==> config.mk <==
export PLATFORM = sky130hd
export DESIGN_NAME = pipelined_carry_adder_flat
export DESIGN_NICKNAME = d
export VERILOG_FILES = /design/src/rtl/pipelined_carry_adder_if.sv /design/src/rtl/pipelined_carry_adder.sv /design/src/flat_wrapper.sv
export SDC_FILE = /design/constraint.sdc
export NUM_CORES = 1
export LEC_CHECK = 0
export CORE_ASPECT_RATIO = 2
export CORE_UTILIZATION = 45
export DETAILED_ROUTE_END_ITERATION = 10
export PLACE_DENSITY = 0.69
export RECOVER_POWER = 100
export SETUP_SLACK_MARGIN = 0.3
export SYNTH_ARGS = -nofsm -noshare
export SYNTH_HDL_FRONTEND = slang
export SYNTH_SLANG_ARGS = --single-unit
==> constraint.sdc <==
create_clock -name clk -period 5 [get_ports clk]
set_input_delay 0.75 -clock clk [delete_from_list [all_inputs] [get_ports clk]]
set_output_delay 0.75 -clock clk [all_outputs]
set_load 0.1 [all_outputs]
==> src/rtl/pipelined_carry_adder_if.sv <==
// Streaming operand/result bus of the pipelined carry adder.
// The master side supplies operands and accepts results; the slave side is the adder.
interface pipelined_carry_adder_if #(
  parameter int WIDTH = 16
) ();
  logic             in_valid;
  logic             in_ready;
  logic [WIDTH-1:0] A;
  logic [WIDTH-1:0] B;
  logic             Cin;
  logic             Sub;
  logic             out_valid;
  logic             out_ready;
  logic [WIDTH-1:0] Y;
  logic             Cout;
  logic             Ovf;

  modport master (
    output in_valid, A, B, Cin, Sub, out_ready,
    input  in_ready, out_valid, Y, Cout, Ovf
  );

  modport slave (
    input  in_valid, A, B, Cin, Sub, out_ready,
    output in_ready, out_valid, Y, Cout, Ovf
  );
endinterface

==> src/rtl/pipelined_carry_adder.sv <==
// Pipelined WIDTH-bit add/subtract unit with valid/ready streaming handshakes.
// The word is split into STAGES chunks of CW bits; stage k adds chunk k and
// registers its carry for stage k+1, so latency equals STAGES cycles.
//
// Each stage keeps one WIDTH-bit "rotating" word: the lowest CW bits are the
// A chunk the stage is about to add, and each stage drops that chunk and
// pushes its freshly computed sum chunk in at the top. After the last stage
// the word holds the finished sum in natural bit order. The B_eff chunks that
// are still to be added shrink by one chunk per stage.
//
// The whole pipeline advances on a single enable (no bubble collapsing), so
// in_ready depends only on out_valid/out_ready.
// WIDTH must be a multiple of STAGES, and STAGES >= 1.
module pipelined_carry_adder #(
  parameter int WIDTH  = 16,
  parameter int STAGES = 4
) (
  input  logic                   clk,
  input  logic                   rst_n,
  pipelined_carry_adder_if.slave bus
);

  localparam int CW = WIDTH / STAGES;

  // Chunk adder: returns {carry_out, sum} of a + b + ci.
  function automatic logic [CW:0] add_chunk(
    input logic [CW-1:0] a_v,
    input logic [CW-1:0] b_v,
    input logic          ci_v
  );
    logic [CW:0] acc_v;
    acc_v = {1'b0, a_v} + {1'b0, b_v} + {{CW{1'b0}}, ci_v};
    return acc_v;
  endfunction

  logic             en_s;
  logic [WIDTH-1:0] b_eff_s;
  logic             c0_s;
  logic             ovf_nxt_s;
  logic             ovf_r;

  // Operand conditioning: subtract is A + ~B + 1, so Cin is ignored then.
  always_comb begin
    if (bus.Sub) begin
      b_eff_s = ~bus.B;
      c0_s    = 1'b1;
    end else begin
      b_eff_s = bus.B;
      c0_s    = bus.Cin;
    end
  end

  for (genvar k = 0; k < STAGES; k++) begin : g_stage
    // Number of B_eff bits not yet added when entering this stage.
    localparam int BW = WIDTH - k * CW;

    logic [WIDTH-1:0] w_in_s;
    logic [BW-1:0]    b_in_s;
    logic             c_in_s;
    logic             v_in_s;
    logic [CW:0]      add_s;
    logic [WIDTH-1:0] w_nxt_s;
    logic [WIDTH-1:0] w_r;
    logic             c_r;
    logic             v_r;

    if (k == 0) begin : g_src
      assign w_in_s = bus.A;
      assign b_in_s = b_eff_s;
      assign c_in_s = c0_s;
      assign v_in_s = bus.in_valid;
    end else begin : g_src
      assign w_in_s = g_stage[k-1].w_r;
      assign b_in_s = g_stage[k-1].g_bpend.b_r;
      assign c_in_s = g_stage[k-1].c_r;
      assign v_in_s = g_stage[k-1].v_r;
    end

    assign add_s = add_chunk(w_in_s[CW-1:0], b_in_s[CW-1:0], c_in_s);

    if (STAGES == 1) begin : g_rot
      assign w_nxt_s = add_s[CW-1:0];
    end else begin : g_rot
      // Drop the consumed A chunk, insert the new sum chunk at the top.
      assign w_nxt_s = {add_s[CW-1:0], w_in_s[WIDTH-1:CW]};
    end

    // Stage register: rotating sum/operand word, chunk carry and slot valid.
    always_ff @(posedge clk or negedge rst_n) begin
      if (!rst_n) begin
        w_r <= {WIDTH{1'b0}};
        c_r <= 1'b0;
        v_r <= 1'b0;
      end else if (en_s) begin
        w_r <= w_nxt_s;
        c_r <= add_s[CW];
        v_r <= v_in_s;
      end
    end

    if (k < STAGES - 1) begin : g_bpend
      logic [BW-CW-1:0] b_r;

      // Delay the B_eff chunks that later stages still have to add.
      always_ff @(posedge clk or negedge rst_n) begin
        if (!rst_n) begin
          b_r <= {(BW-CW){1'b0}};
        end else if (en_s) begin
          b_r <= b_in_s[BW-1:CW];
        end
      end
    end
  end

  // Signed overflow, judged on the MSB chunk as it enters the last stage.
  always_comb begin
    ovf_nxt_s = (g_stage[STAGES-1].w_in_s[CW-1] == g_stage[STAGES-1].b_in_s[CW-1]) &&
                (g_stage[STAGES-1].add_s[CW-1]  != g_stage[STAGES-1].w_in_s[CW-1]);
  end

  // Overflow flag register, aligned with the last stage.
  always_ff @(posedge clk or negedge rst_n) begin
    if (!rst_n) begin
      ovf_r <= 1'b0;
    end else if (en_s) begin
      ovf_r <= ovf_nxt_s;
    end
  end

  // Single advance enable: move whenever the output slot is empty or drained.
  assign en_s          = !g_stage[STAGES-1].v_r || bus.out_ready;
  assign bus.in_ready  = en_s;
  assign bus.out_valid = g_stage[STAGES-1].v_r;
  assign bus.Y         = g_stage[STAGES-1].w_r;
  assign bus.Cout      = g_stage[STAGES-1].c_r;
  assign bus.Ovf       = ovf_r;

endmodule

==> src/flat_wrapper.sv <==
// flat-port wrapper written by rule: the top's interface ports become plain ports
module pipelined_carry_adder_flat 
#(
  parameter int WIDTH  = 16,
  parameter int STAGES = 4
)
  (clk, rst_n, bus_in_valid, bus_A, bus_B, bus_Cin, bus_Sub, bus_out_ready, bus_in_ready, bus_out_valid, bus_Y, bus_Cout, bus_Ovf);
  pipelined_carry_adder_if #(.WIDTH(WIDTH)) bus_i ();
  input  logic clk;
  input  logic rst_n;
  input wire logic [$bits(bus_i.in_valid)-1:0] bus_in_valid;
  input wire logic [$bits(bus_i.A)-1:0] bus_A;
  input wire logic [$bits(bus_i.B)-1:0] bus_B;
  input wire logic [$bits(bus_i.Cin)-1:0] bus_Cin;
  input wire logic [$bits(bus_i.Sub)-1:0] bus_Sub;
  input wire logic [$bits(bus_i.out_ready)-1:0] bus_out_ready;
  output wire logic [$bits(bus_i.in_ready)-1:0] bus_in_ready;
  output wire logic [$bits(bus_i.out_valid)-1:0] bus_out_valid;
  output wire logic [$bits(bus_i.Y)-1:0] bus_Y;
  output wire logic [$bits(bus_i.Cout)-1:0] bus_Cout;
  output wire logic [$bits(bus_i.Ovf)-1:0] bus_Ovf;
  assign bus_i.in_valid = bus_in_valid;
  assign bus_i.A = bus_A;
  assign bus_i.B = bus_B;
  assign bus_i.Cin = bus_Cin;
  assign bus_i.Sub = bus_Sub;
  assign bus_i.out_ready = bus_out_ready;
  assign bus_in_ready = bus_i.in_ready;
  assign bus_out_valid = bus_i.out_valid;
  assign bus_Y = bus_i.Y;
  assign bus_Cout = bus_i.Cout;
  assign bus_Ovf = bus_i.Ovf;
  pipelined_carry_adder #(.WIDTH(WIDTH), .STAGES(STAGES)) u_core (.clk(clk), .rst_n(rst_n), .bus(bus_i));
endmodule
==> key figures <==
Outcome
  – Outcome: complete, but fails checks
  – Failing checks: capacitance limit, slew limit

Cells and area
  – Area Overhead vs Synth: 20.20%
  – Layout cells sized above 1: 0.03846
  – Layout net count: 573
  – Antenna cell count: 0

Floorplan
  – Row Count: 50
  – Height of the die: 141.1 um
  – DIE AREA: 10,100 um2
  – Core ar.: 9384 um2
  – IO Count: 58
  – Initial Util: 0.4640
  – Die W: 71.56 um

Clock tree
  – TritonCTS Buffers: 9
  – Clock-pin slew on the worst setup and hold paths: 0.06 ns
  – Worst-case clock buffer depth: 2
  – Clk Latency, worst-skew pair: 0.34 ns
  – Post_cts resized: 0
  – Clock Tree Root: clkbuf_16
  – CTS Hold Buffers Added: 0
  – CTS tree: built
  – # clock sinks: 97
  – H-tree depth: 3
  – Post-CTS setup buffer count: 0

Placed design
  – Routability Congestion: 0.7611
  – Dpl ws: 2.062 ns
  – HPWL Detailed: 5024 um
  – Buffers on Ports: 57

Setup path
  – Kind of critical path: in2reg
  – Worst reg2reg setup slack: 2.40 ns
  – Startpoint Class: primary input
  – Worst Path Max Fanout: 105
  – Crit end category: flip-flop
  – Reg2reg path depth: 4
  – Worst reg2reg path endpoint: u_core.g_stage[0].w_r[15]
  – WP data required: 5.26 ns
  – Crit path arrival time: 3.37 ns
  – RR Startpoint: u_core.bus.out_valid

Routing
  – Top sig layer: met4
  – Initial drt markers: 200
  – Vias/cell: 4.875
  – Metal1 wirelength: 3539 um
  – DR WL met3: 197 um
  – WL per Instance: 12.36 um
  – Antenna Nets Post-Route: 0
  – Via count: 3,042
  – DRC Markers: 0
  – Metal2 WL: 3812 um
  – Total iterations of the first detailed-routing run: 4
  – Final WL: 7715 um

STA
  – Slew @ Worst Pin: 1.912 ns
  – Max Slew Vio Count: 232
  – Worst Hold Slack: 0.4556 ns
  – Setup Skew: 0.005453 ns
  – RSZ-0062 raised after global routing: false
  – Final setup vio count: 0
  – TNS Setup: 0 ns
  – Final worst path period share: 0.6223
  – Tmin final: 3.112 ns
  – Worst Slack Setup Final: 1.888 ns
  – Fmax: 0.3214 GHz
  – Final hold vios: 0
  – Max-slew headroom: -0.2747

GRT
  – Total global-route track usage: 0.1720
  – Grt total ovfl: 0
  – First-pass GRT wire length: 13,540 um
  – Number of global-route vias before repair: 2,945
  – Largest net degree at the start of global routing: 106
  – Initial antenna violation count: 0

Synthesis
  – Async SR Flop Fraction: 1.000
  – Main area contributors after synthesis: dfrtp_1 56%, nand2_1 19%, fa_1 3.7%, ha_1 3.4%, xnor2_1 2.4%
  – Register area share after synthesis: 0.5575
  – Mapped Cells: 467
  – Post-synth EDFFs: 0
  – Most frequent cells after synthesis: 216 x nand2_1, 97 x dfrtp_1, 18 x buf_2, 18 x o21ai_0, 15 x inv_1
  – Synth top area share: 0.5575
  – Synth unique cells: 29
  – Syn_nets: 525
  – Count leader, synth: nand2_1
  – Synth warn: 0
  – Area leader, netlist: dfrtp_1
  – Post-Syn Area: 4354 um2
  – Synth Register Bits: 97
  – Avg Inst Size Synth: 9.324 um2
  – Most used DFF post-synth: dfrtp_1

Worst hold path
  – Hold EP: u_core.bus.Y[0]
  – HP Start: u_core.bus.Y[0]
  – HP Class: reg2reg
  – Worst hold path stage count: 2

Power and ir drop
  – PD cells: 694.4 nW/um2
  – Lkg Pwr: 0.002624 uW
  – Worst ir drop on vdd: 0.2923 mV

Run
  – Max Cap Violations: 3
## placed cells by master (no fill, tap or decap), drive strengths merged, types with 4 or more instances in the layout
cell,n
nand2,216
dfrtp,97
clkdlybuf4s50,35
o21ai,22
dlygate4sd3,20
clkbuf,18
inv,16
a21oi,12
xnor2,12
ha,12
nor2,10
fa,8
nor2b,7
xor2,5
a21o,5
nand3,4
## layout make-up
type | instances | area (um2)
Sequential cell | 97 | 2427
Multi-Input combinational cell | 330 | 1724
Tap cell | 104 | 130.1
Inverter | 16 | 60.06
Clock inverter | 2 | 35.03
Clock buffer | 14 | 274.0
Fill cell | 868 | 4150
Timing Repair Buffer | 61 | 583.1
## per-layer routing
layer / vias up / GRT usage
met5: - / 0
met4: 0 / 0.08359
met3: 9 / 0.02573
met2: 55 / 0.2702
met1: 1417 / 0.2331
li1: 1561 / -
## critical path, cell delays in order
cell and delay (ns):
dlygate4sd3_1 0.57, nor2b_4 0.05, clkbuf_2 0.96, or4_1 0.88, nand3_1 0.12
## where the power goes
group          internal, uW  switching (uW)  total [uW]
Combinational           484            1130        1610
Sequential             1130             190        1320
Clock                   428             270         698
## per-stage QoR
stage	instance area, um2	utilization	instances	total power (uW)
3_3_place_gp	4945	0.5269	608	2938
3_5_place_dp	4945	0.5269	608	2986
6_report	5234	0.5577	624	3634
2_1_floorplan	4354	-	467	2609
4_1_cts	5254	0.5599	624	3701
5_1_grt	5234	0.5577	624	3896
## worst max-delay path by stage
| stage | end | cells after the start | start |
|---|---|---|---|
| after global placement | u_core.g_stage[0].c_r | 9 | bus_Sub |
| final | u_core.g_stage[0].w_r[15] | 5 | bus_out_ready |
| after detailed placement | u_core.g_stage[0].c_r | 9 | bus_Sub |
| after global routing | u_core.g_stage[1].w_r[15] | 5 | bus_out_ready |
| after CTS | bus_out_valid | 1 | u_core.bus.out_valid |
| after floorplan | bus_in_ready | 5 | u_core.bus.out_valid |
## cell families (layout without fill, tap and decap cells)
kind of cell	count (synthesis)	in the layout	synth area share
adder cells (fa/ha/maj)	20	20	0.07126
buffers and inverters	40	93	0.04483
multiplexers	3	3	0.006897
XOR/XNOR	17	17	0.03419
flip-flops	97	97	0.5575
AO/OA/AOI/OAI	48	48	0.06610
AND/OR/NAND/NOR	242	242	0.2193
## flip-flops by register name, summed over array words and instances, names as in the netlist
name and count:
u_core.bus.Y 16, u_core.g_stage.w_r 48, u_core.g_stage.c_r 3, u_core.bus.out_valid 1, u_core.g_stage.g_bpend.b_r 24, u_core.bus.Ovf 1
u_core.g_stage.v_r 3, u_core.bus.Cout 1
(Power assumes the default switching activity.)
